[config.mk]
export PLATFORM = sky130hd
export DESIGN_NAME = conv_wload
export DESIGN_NICKNAME = d
export VERILOG_FILES = /design/src/rtl/conv_wload_pkg.sv /design/src/rtl/conv_wload.sv
export SDC_FILE = /design/constraint.sdc
export NUM_CORES = 1
export LEC_CHECK = 0
export CORE_MARGIN = 5
export CORE_UTILIZATION = 44
export CTS_CLUSTER_DIAMETER = 40
export DETAILED_ROUTE_END_ITERATION = 12
export PLACE_DENSITY_LB_ADDON = 0.05
export RECOVER_POWER = 100
export SLEW_MARGIN = 10
export SYNTH_ARGS = -nofsm -noshare
export SYNTH_HDL_FRONTEND = slang
export SYNTH_SLANG_ARGS = --single-unit
export TNS_END_PERCENT = 1
[constraint.sdc]
create_clock -name clk -period 3.7 [get_ports clk]
set_input_delay 0.37 -clock clk [delete_from_list [all_inputs] [get_ports clk]]
set_output_delay 0.37 -clock clk [all_outputs]
set_load 0.02 [all_outputs]
[src/rtl/conv_wload_pkg.sv]
// conv_wload_pkg: shared widths, kernel size and FSM state encoding for the weight loader.
package conv_wload_pkg;
   localparam int DEF_DWIDTH  = 16;
   localparam int DEF_MEMSIZE = 12;
   localparam int DEF_FSIZE   = 5;
   localparam int DEF_NWEIGHT = DEF_FSIZE * DEF_FSIZE;
   typedef enum logic [1:0] {IDLE, FETCH, DRAIN, DONE} state_t;
endpackage

[src/rtl/conv_wload.sv]
// conv_wload: streams one FSIZE*FSIZE kernel from weight memory into a shift-register chain.
// Define CONV_WLOAD_BIAS_EN to fetch one extra word per load and hold it on the bias port.
module conv_wload
   import conv_wload_pkg::*;
#(
   parameter int DWIDTH  = DEF_DWIDTH,
   parameter int MEMSIZE = DEF_MEMSIZE,
   parameter int FSIZE   = DEF_FSIZE
) (
   input  logic                      clk,
   input  logic                      xrst,
   input  logic                      start,
   input  logic [MEMSIZE-1:0]        base_addr,
   input  logic signed [DWIDTH-1:0]  mem_rdata,
   output logic                      mem_re,
   output logic [MEMSIZE-1:0]        mem_addr,
   output logic signed [DWIDTH-1:0]  read_data,
   output logic                      wreg_we,
`ifdef CONV_WLOAD_BIAS_EN
   output logic signed [DWIDTH-1:0]  bias,
`endif
   output logic                      busy,
   output logic                      done
);
   localparam int NWEIGHT = FSIZE * FSIZE;
`ifdef CONV_WLOAD_BIAS_EN
   localparam int NREAD = NWEIGHT + 1;
`else
   localparam int NREAD = NWEIGHT;
`endif
   localparam int CW = $clog2(NREAD + 1);
   localparam logic [CW-1:0] LAST = CW'(NREAD - 1);
   localparam logic [CW-1:0] WEND = CW'(NWEIGHT);
   state_t state, state_nx;
   logic [MEMSIZE-1:0] base;
   logic [CW-1:0] cnt;
   always_ff @(posedge clk or negedge xrst)
      if (!xrst) begin
         state   <= IDLE;
         base    <= '0;
         cnt     <= '0;
         wreg_we <= 1'b0;
      end else begin
         state   <= state_nx;
         wreg_we <= mem_re && cnt != WEND;
         if (state == IDLE && start) begin
            base <= base_addr;
            cnt  <= '0;
         end else if (state == FETCH) cnt <= cnt + 1'b1;
      end
   always_comb begin
      state_nx = state;
      case (state)
         IDLE:    state_nx = start ? FETCH : IDLE;
         FETCH:   state_nx = cnt == LAST ? DRAIN : FETCH;
         DRAIN:   state_nx = DONE;
         default: state_nx = IDLE;
      endcase
   end
   assign mem_re    = state == FETCH;
   assign mem_addr  = mem_re ? base + MEMSIZE'(cnt) : '0;
   assign read_data = wreg_we ? mem_rdata : '0;
   assign busy      = state == FETCH || state == DRAIN;
   assign done      = state == DONE;
`ifdef CONV_WLOAD_BIAS_EN
   // The word after the kernel lands one cycle after its read, in DRAIN.
   logic bias_cap;
   always_ff @(posedge clk or negedge xrst)
      if (!xrst) begin
         bias_cap <= 1'b0;
         bias     <= '0;
      end else begin
         bias_cap <= mem_re && cnt == WEND;
         if (bias_cap) bias <= mem_rdata;
      end
`endif
endmodule

## Yosys cells after proc, flatten, opt, wreduce, memory -nomap -nowiden

Index checks and enable logic that the tools add are counted.

| cells by class | value |
|---|---|
| reduce and logical (&&, ||, !) cells | 5 |
| muxes and demuxes | 7 |
| equal/unequal tests | 5 |
| add/subtract/negate cells | 2 |

Operators with widths:

| cell | count |
|---|---|
| 2-to-1 mux 16 bit | 1 |
| adder 12 x 5 -> 12 bit | 1 |
| 2-to-1 mux 12 bit | 1 |
| 2-to-1 mux 5 bit | 2 |
| one-hot mux 2 bit (3 select lines) | 1 |
| adder 5 x 1 -> 5 bit (second input constant) | 1 |
| == test 5 bit (second input constant) | 1 |
| != test 5 bit (second input constant) | 1 |
| == test 2 bit (second input constant) | 2 |
| == test 2 x 1 -> 1 bit (second input constant) | 1 |
| logical AND 1 bit | 2 |
| zero test 2 bit | 1 |
| 2-to-1 mux 2 bit | 1 |
| nonzero test 2 bit | 1 |
| logical OR 1 bit | 1 |
| 2-to-1 mux 1 bit | 1 |

| storage, ports and cells | value |
|---|---|
| register bits after elaboration | 20 |
| word-level logic and storage cells | 23 |
| output and inout port bits | 32 |
| bits of input ports | 31 |

## Longest topological paths before layout

Gate-level depths: netlist of run 1.

| depth | value |
|---|---|
| depth after elaboration | 3 |
| depth in mapped cells | 7 |
| gate-level depth less buffers | 6 |

## Worst setup path after synthesis of run 1

Ideal clock, no wire load.

| timing path | value |
|---|---|
| kind | reg-to-output |
| start point | register cnt[0] |
| end point | output port mem_addr[10] |
| path slack | 1.322 ns |
| data required time | 3.330 ns |
| cell stages (with the launch flop) | 7 |
| arrival time | 2.008 ns |
| path buffers | 0 |
| cells stage by stage | dfrtp_1 ha_1 fa_1 a211o_2 a21oi_2 o21ai_0 a21boi_1 |

| on the way | value |
|---|---|
| longest elaborated chain between the ends | 2 |

RTL lines:

| element | RTL line | RTL |
|---|---|---|
| start: declaration | conv_wload.sv:36 | `logic [CW-1:0] cnt;` |
| start signal: assignment | conv_wload.sv:49 | `end else if (state == FETCH) cnt <= cnt + 1'b1;` |
| adder 12 x 5 -> 12 bit | conv_wload.sv:61 | `assign mem_addr = mem_re ? base + MEMSIZE'(cnt) : '0;` |
| 2-to-1 mux 12 bit | conv_wload.sv:61 |  |
| end: declaration | conv_wload.sv:16 | `output logic [MEMSIZE-1:0] mem_addr,` |

Every way passes these cells.

## Worst setup path in the final report of run 1

| timing path | value |
|---|---|
| start point | register cnt[2] |
| end point | output port mem_addr[7] |

The elaborated chain is that of the path after synthesis.

==> flow_summary_export.csv, run 1 <==
group,metric,value,unit
run_status,status,"finished, final reports clean",
placement,globalplace.congestion,0.8017,
layout,drive_gt1_frac,0.1019,
timing,finalCritPeriodShare,0.8994,
hold_path,worstHoldStart,"base[0]",
placement,dp_hpwl,3032,um
timing,fin_ws,372.4,ps
detailed_routing,first_iter_violations,68,
hold_path,whs_path_depth,1,
floorplanning,die_h,67.19,um
grt,grt-ovfl-total,0,
critical_path,worstPathArrival,2960,ps
grt,grt_use_total,0.1757,
timing,worst_slew_pin_slew,1156,ps
critical_path,worstPathMaxFanout,6,
clock_network,path_clk_slew,120,ps
layout,num_antenna_cells,0,
clock_network,cts_made_buffers,3,
detailed_routing,wl_per_cell,14.82,um
hold_path,worst_hold_path.endpoint,"base[0]",
layout,nets,252,
synth,synth_nets,190,
timing,rsz0062_at_grt,"no",
timing,finalCriticalPeriod,3328,ps
layout,area_growth,48.17,%
critical_path,crit_chain,"ha_1 -> o21a_2 -> a211oi_1 -> o21ai_0 -> a21boi_1 -> dlygate4sd3_1",
clock_network,cts_tree,"built",
critical_path,crit_path_end_kind,"output pin",
critical_path,r2r_start,"state[1]",
hold_path,hold_class,"reg -> reg",
timing,skew,3.584,ps
critical_path,r2r_slack,1580,ps
timing,finalSetupTns,0,ps
critical_path,criticalPathCategory,"reg -> out",
clock_network,clk_latency,300,ps
critical_path,worst_setup_path_start_kind,"flop",
floorplanning,fp.dieW,67.19,um
detailed_routing,antenna_left,0,
timing,drv_slew,0,
synth,synth_area_leaders,"dfrtp_1, ha_1, mux2_2",
grt,grt_max_degree,21,
power,total_power,1.959,mW
timing,setup_viol,0,
clock_network,htree_levels,1,
synth,synthArstFlopShare,1.000,
power,power_density,918.8,nW/um^2
critical_path,reg2regPathDepth,4,
floorplanning,core_area,3103,um^2
job,maxCapViolCount,0,
power,p_leak,0.9391,nW
clock_network,cts_hold_buf,0,
floorplanning,dieArea,4514,um^2
layout,fin_cells,250,
detailed_routing,first_pass_iters,4,
placement,pre_cts_ws,790.4,ps
grt,grt_pass1_wl,6113,um
critical_path,required,3330,ps
placement,dp.cells,246,
floorplanning,io_pins,63,
grt,grt_pass1_vias,1287,
power,max-vdd-ir-drop,0.0006700,V
clock_network,cts-root-buf,"clkbuf_4",
synth,synth_area_leader_cell,"dfrtp_1",
clock_network,cts_sinks,20,
detailed_routing,vias_per_cell,5.080,
floorplanning,start_util,0.4637,
clock_network,post_cts_resized,0,
synth,synth-seq-area-share,0.3478,
detailed_routing,via_count,1270,
synth,synth_edf_count,0,
synth,syn_inst,145,
critical_path,max_stage_delay,690,ps
critical_path,cp_slowest_cell,"dlygate4sd3_1",
detailed_routing,wirelength,3704,um
critical_path,worstReg2RegEnd,"base[6]",
timing,max_freq,0.3005,GHz
synth,ys_warn_count,0,
grt,antenna_found_initial,0,
synth,syn_area,1439,um^2
critical_path,path_delay_family,"compound AO/OA/AOI/OAI gates",
synth,synth_top_area_share,0.3478,
synth,avgSynthCellArea,9.923,um^2
synth,ys_seq_elements,20,
clock_network,post_cts_buffers,0,
clock_network,cts_buffer_depth,2,
placement,place.port_buffers,62,
synth,synth-main-ff-cell,"dfrtp_1",
timing,slew_headroom,0.2287,
critical_path,cp_num_buf_inv,1,
synth,synth_cell_type_count,40,
floorplanning,num_rows,20,
timing,hold_viol,0,
detailed_routing,remaining_drc_errors,0,
-- worst max path at each step --
stage	from	to	cells past startpoint
4_1_cts	cnt[0]	mem_addr[8]	7
2_1_floorplan	cnt[0]	mem_addr[10]	6
5_1_grt	cnt[0]	mem_addr[10]	7
6_report	cnt[2]	mem_addr[7]	6
3_5_place_dp	cnt[0]	mem_addr[8]	7
3_3_place_gp	cnt[0]	mem_addr[8]	7
-- kinds of logic after synthesis --
logic type      Yosys count  share of synthesized area
flops                    20                     0.3478
mux                      13                     0.1009
buf+inv                  11                    0.03130
compound gates           30                     0.1609
fa+ha+maj                14                     0.1270
simple gates             52                     0.2017
xor+xnor                  5                    0.03043
-- flip-flops by register name (all words and copies together) (netlist names) --
| register | count |
|---|---|
| state | 2 |
| base | 12 |
| cnt | 5 |
| wreg_we | 1 |
-- synth_stat cells, drive strengths merged (4+ instances only) --
| library cell | n |
|---|---|
| a211o | 4 |
| a21boi | 6 |
| and2 | 20 |
| dfrtp | 20 |
| ha | 13 |
| inv | 5 |
| mux2 | 12 |
| nand2 | 8 |
| nor2 | 9 |
| o21ai | 6 |
| or3 | 5 |
| xor2 | 4 |
-- metal layers --
| metal | vias to the layer above | GRT usage | routed length (um) |
|---|---|---|---|
| li1 | 631 | - | - |
| met1 | 593 | 0.2052 | 1531 |
| met2 | 39 | 0.3141 | 1832 |
| met3 | 7 | 0.04992 | 293 |
| met4 | 0 | 0.04557 | 47 |
| met5 | - | 0 | 0 |
-- cells in the final DEF (no fill, tap or decap), types with 8 or more instances in the layout --
| cell type | count |
|---|---|
| clkdlybuf4s50_1 | 31 |
| dlygate4sd3_1 | 31 |
| dfrtp_1 | 20 |
| and2_1 | 19 |
| ha_1 | 13 |
| mux2_2 | 12 |
| nor2_1 | 9 |
| nand2_1 | 8 |
-- metrics by stage --
step / instance area (um^2) / utilization / hold slack (ps)
after detailed placement: 2096 / 0.6754 / 506.6
after CTS: 2148 / 0.6923 / 535.8
after floorplan: 1439 / - / 74.41
final: 2132 / 0.6871 / 527.9
after global placement: 2096 / 0.6754 / 501.4
after global routing: 2132 / 0.6871 / 567.8
-- report_power, final --
part           switching (mW)  internal [mW]
clock                  0.0709          0.109
combinational           0.684          0.644
sequential              0.128          0.322
-- final cells by class --
type / instances / area (um^2)
clock buffer: 3 / 22.52
clock inverter: 1 / 30.03
fill: 274 / 970.9
inverter: 5 / 18.77
multi-input combinational: 114 / 880.8
sequential: 20 / 500.5
tap: 44 / 55.05
timing repair buffer: 63 / 624.3
-- worst register-to-register path, stage by stage (launching register included) --
cell and delay, ps:
dfrtp_1 430, inv_1 130, ha_1 150, and2_0 880, mux2_2 430
Note: power is estimated with default switching activity, not from simulation.
==> run 2: changes to the inputs <==
--- a/config.mk
+++ b/config.mk
@@ -5,10 +5,13 @@
 export SDC_FILE = /design/constraint.sdc
 export NUM_CORES = 1
 export LEC_CHECK = 0
+export ABC_CLOCK_PERIOD_IN_PS = 3700
 export CORE_MARGIN = 5
 export CORE_UTILIZATION = 44
 export CTS_CLUSTER_DIAMETER = 40
+export CTS_CLUSTER_SIZE = 28
 export DETAILED_ROUTE_END_ITERATION = 12
+export GPL_TIMING_DRIVEN = 0
 export PLACE_DENSITY_LB_ADDON = 0.05
 export RECOVER_POWER = 100
 export SLEW_MARGIN = 10
==> run 2 against run 1 <==
Compared with the run above:
- critical endpoint is now mem_addr[10]
- non-clock buffer count up 5
- routed wire length is 0.16% higher
- clock-buffer cell count rose by 1
- highest routed layer unchanged
- sequential share of layout area hardly changed
==> flow_summary_export.csv, run 2 (synthesis results as in run 1) <==
group,metric,value,unit
run_status,status,"finished, final reports clean",
critical_path,criticalPathCategory,"reg -> out",
placement,place.port_buffers,62,
critical_path,worstReg2RegEnd,"base[7]",
layout,largest_reg_flops,12,
timing,drv_slew,0,
placement,dp_hpwl,3097,um
layout,drive_gt1_frac,0.1043,
critical_path,max_stage_delay,690,ps
timing,hold_viol,0,
detailed_routing,wl_per_cell,14.55,um
floorplanning,core_area,3103,um^2
timing,rsz0062_at_grt,"no",
critical_path,r2r_start,"state[1]",
critical_path,path_delay_family,"compound AO/OA/AOI/OAI gates",
clock_network,cts_hold_buf,0,
floorplanning,num_rows,20,
critical_path,required,3330,ps
power,p_leak,0.9433,nW
clock_network,post_cts_resized,0,
critical_path,cp-startpoint,"cnt[0]",
grt,grt_pass1_vias,1286,
timing,setup_viol,0,
layout,num_antenna_cells,0,
grt,grt_pass1_wl,5885,um
layout,reg_top3,"base x12, cnt x5, state x2",
critical_path,worstPathMaxFanout,6,
critical_path,crit_path_end_kind,"output pin",
floorplanning,fp.dieW,67.19,um
clock_network,post_cts_buffers,0,
clock_network,cts_buffer_depth,2,
detailed_routing,first_pass_iters,4,
timing,finalCritPeriodShare,0.9125,
layout,area_growth,48.43,%
critical_path,worstPathArrival,3010,ps
placement,pre_cts_ws,748.3,ps
critical_path,worst_setup_path_start_kind,"flop",
grt,grt_use_total,0.1697,
clock_network,cts-root-buf,"clkbuf_4",
power,max-vdd-ir-drop,0.0005274,V
critical_path,cp.depth,7,
power,power_density,897.1,nW/um^2
clock_network,cts_tree,"built",
clock_network,htree_levels,1,
timing,max_freq,0.2962,GHz
clock_network,cts_sinks,20,
layout,fillers,274,
layout,nets,257,
detailed_routing,wirelength,3710,um
hold_path,hold_class,"reg -> reg",
detailed_routing,vias_per_cell,5.106,
detailed_routing,first_iter_violations,49,
timing,fin_ws,323.9,ps
placement,globalplace.congestion,0.7576,
clock_network,cts_made_buffers,3,
floorplanning,dieArea,4514,um^2
floorplanning,io_pins,63,
critical_path,reg2regPathDepth,6,
clock_network,clk_latency,310,ps
job,maxCapViolCount,0,
critical_path,crit_chain,"ha_1 -> fa_1 -> a211o_2 -> a21oi_2 -> o21ai_0 -> a21boi_1 -> dlygate4sd3_1",
timing,finalSetupTns,0,ps
detailed_routing,remaining_drc_errors,0,
layout,regMostFlops,"base",
critical_path,r2r_slack,1500,ps
critical_path,cp_slowest_cell,"dlygate4sd3_1",
timing,skew,3.199,ps
timing,slew_headroom,0.4027,
detailed_routing,via_count,1302,
timing,finalCriticalPeriod,3376,ps
timing,worst_slew_pin_slew,893.0,ps
clock_network,path_clk_slew,120,ps
critical_path,cp_num_buf_inv,1,
grt,antenna_found_initial,0,
layout,final_cell_mix,"clkdlybuf4s50_1, dlygate4sd3_1, and2_1, dfrtp_1, ha_1",
grt,grt-ovfl-total,0,
critical_path,endpoint,"mem_addr[10]",
grt,grt_max_degree,21,
detailed_routing,antenna_left,0,
floorplanning,die_h,67.19,um
floorplanning,start_util,0.4637,
## run 2: cell types whose count changed in the layout (fill, tap and decap cells not counted)
cell / before / now
buf_2: 0 / 1
clkbuf_8: 0 / 1
bufinv_16: 1 / 0
and2_0: 1 / 0
and2_1: 19 / 20
clkbuf_1: 1 / 5
## run 2: cell type report
| class | instances | area (um^2) | share of cell area |
|---|---|---|---|
| Buffer | 6 | 23.77 | 0.01113 |
| Clock buffer | 4 | 36.28 | 0.01699 |
| Inverter | 5 | 18.77 | 0.008787 |
| Multi-Input combinational cell | 114 | 880.8 | 0.4124 |
| Sequential cell | 20 | 500.5 | 0.2343 |
| Tap cell | 44 | 55.05 | 0.02578 |
| Timing Repair Buffer | 62 | 620.6 | 0.2906 |
## run 2: worst min path at each step
stage / start / end / slack [ps] / cells after the start
floorplan: xrst / base[0] / 70 / 0
global placement: base[0] / base[0] / 500 / 1
detailed placement: base[2] / base[2] / 510 / 1
CTS: base[2] / base[2] / 540 / 1
global route: base[0] / base[0] / 570 / 1
finish: base[0] / base[0] / 530 / 1
## run 2: where the power goes
part           switching, mW  internal (mW)  total [mW]
sequential             0.118          0.322       0.440
combinational          0.697          0.648        1.35
clock                 0.0707         0.0601       0.131
## run 2: worst reg2reg max path, stage by stage (launching register included)
cell,delay (ps)
dfrtp_1,430
inv_1,120
ha_1,140
and2_1,110
clkbuf_1,400
clkbuf_1,490
mux2_2,410
## run 2: layer usage
layer  share of wire  GRT usage
met5               0          0
met4          0.0038    0.03038
met3           0.088    0.04992
met2            0.52     0.3264
met1            0.38     0.1830
## run 2: metrics by stage
stage / hold WS, ps / total power [mW] / area, um^2 / cells / util
2_1_floorplan: 74.41 / 1.330 / 1439 / 145 / -
3_3_place_gp: 499.8 / 1.861 / 2115 / 251 / 0.6815
3_5_place_dp: 508.3 / 1.909 / 2115 / 251 / 0.6815
4_1_cts: 538.5 / 2.041 / 2151 / 255 / 0.6931
5_1_grt: 574.4 / 2.082 / 2136 / 255 / 0.6883
6_report: 533.0 / 1.916 / 2136 / 255 / 0.6883
==> run 3: changes to the inputs <==
--- a/config.mk
+++ b/config.mk
@@ -6,7 +6,6 @@
 export NUM_CORES = 1
 export LEC_CHECK = 0
 export ABC_CLOCK_PERIOD_IN_PS = 3700
-export CORE_MARGIN = 5
 export CORE_UTILIZATION = 44
 export CTS_CLUSTER_DIAMETER = 40
 export CTS_CLUSTER_SIZE = 28
==> run 3 against run 2 <==
Compared with the run above:
- via count shrank 0.92%
- die area is 22% lower
- critical path type unchanged
- critical endpoint is now mem_addr[8]
- clock-buffer cell count unchanged
- largest cell class unchanged
- utilization rose by 0.56 points
==> flow_summary_export.csv, run 3 (synthesis results as in run 1) <==
group,metric,value,unit
detailed_routing,wl_per_cell,13.93,um
clock_network,htree_levels,1,
clock_network,clk_latency,290,ps
critical_path,worstPathArrival,2980,ps
hold_path,hold_class,"reg -> reg",
hold_path,whs_path_depth,1,
critical_path,crit_path_end_kind,"output pin",
critical_path,worstPathMaxFanout,6,
layout,reg_top3,"base x12, cnt x5, state x2",
critical_path,required,3330,ps
grt,grt_use_total,0.2114,
critical_path,criticalPathCategory,"reg -> out",
floorplanning,core_area,3078,um^2
power,p_leak,0.9435,nW
floorplanning,io_pins,63,
layout,final_cell_mix,"dlygate4sd3_1, clkdlybuf4s50_1, dfrtp_1",
timing,finalSetupTns,0,ps
critical_path,r2r_slack,1480,ps
clock_network,cts-root-buf,"clkbuf_4",
floorplanning,die_h,59.19,um
placement,place_area,2115,um^2
floorplanning,start_util,0.4675,
layout,area_growth,48.43,%
timing,setup_viol,0,
critical_path,cp-startpoint,"cnt[0]",
clock_network,cts_sinks,20,
timing,slew_headroom,0.3729,
floorplanning,dieArea,3503,um^2
job,maxCapViolCount,0,
layout,largest_reg_flops,12,
detailed_routing,antenna_left,0,
placement,pre_cts_ws,745.3,ps
timing,max_freq,0.2982,GHz
clock_network,cts_made_buffers,3,
power,max-vdd-ir-drop,0.0005903,V
timing,worst_slew_pin_slew,937.5,ps
power,power_density,897.2,nW/um^2
layout,mostFrequentLayoutCell,"dlygate4sd3_1",
critical_path,r2r_start,"state[1]",
clock_network,cts_hold_buf,0,
detailed_routing,remaining_drc_errors,0,
floorplanning,num_rows,20,
detailed_routing,wirelength,3552,um
detailed_routing,first_pass_iters,4,
layout,final_area,2136,um^2
timing,fin_ws,346.3,ps
detailed_routing,vias_per_cell,5.059,
hold_path,worstHoldStart,"base[0]",
layout,regMostFlops,"base",
placement,globalplace.congestion,0.7692,
grt,grt_max_degree,21,
layout,drive_gt1_frac,0.1043,
timing,drv_slew,0,
critical_path,reg2regPathDepth,6,
layout,fin_util,0.6939,
timing,hold_viol,0,
timing,finalCriticalPeriod,3354,ps
clock_network,post_cts_resized,0,
clock_network,cts_tree,"built",
timing,skew,2.748,ps
placement,dp_hpwl,2879,um
clock_network,cts_buffer_depth,2,
timing,rsz0062_at_grt,"no",
grt,grt_pass1_wl,5540,um
grt,antenna_found_initial,0,
clock_network,post_cts_buffers,0,
placement,place.port_buffers,62,
critical_path,worst_setup_path_start_kind,"flop",
clock_network,path_clk_slew,120,ps
grt,grt_pass1_vias,1223,
run_status,status,"finished, final reports clean",
grt,grt-ovfl-total,0,
layout,num_antenna_cells,0,
timing,finalCritPeriodShare,0.9064,
detailed_routing,first_iter_violations,28,
floorplanning,fp.dieW,59.19,um
detailed_routing,via_count,1290,
layout,nets,257,
run 3: routing by layer:
layer / GRT usage / part of all wire / vias up
li1: - / - / 640
met1: 0.2472 / 0.40 / 623
met2: 0.3868 / 0.56 / 23
met3: 0.03057 / 0.030 / 4
met4: 0.07823 / 0.013 / 0
met5: 0 / 0 / -
run 3: power by group:
part	switching (mW)	internal (mW)
sequential	0.117	0.322
clock	0.0666	0.0599
combinational	0.706	0.645
run 3: worst paths after layout:
kind / end
setup / recovery: mem_addr[8]
hold / removal: base[0]
setup reg to reg: base[10]
hold reg to reg: base[0]
max in group asynchronous: cnt[1]
min in group asynchronous: base[10]
run 3: worst max-delay path, cell delays in order, from the launching register on:
cell and delay [ps]:
dfrtp_1 470, ha_1 250, fa_1 440, a211o_2 340
a21oi_2 250, o21ai_0 130, a21boi_1 120, dlygate4sd3_1 680
run 3: layout make-up:
cell class / count / area [um^2]
plain buffers: 6 / 23.77
clock buffers: 4 / 36.28
fillers: 251 / 942.2
inverters: 5 / 18.77
multi-input cells: 114 / 880.8
flip-flops and latches: 20 / 500.5
well taps: 44 / 55.05
repair buffers: 62 / 620.6
run 3: per-stage QoR:
step                hold slack (ps)  std cells  total power, mW
floorplan                     74.41        145            1.330
global placement              502.2        251            1.848
detailed placement            507.0        251            1.903
CTS                           535.8        255            2.035
global route                  557.3        255            2.068
finish                        528.9        255            1.916
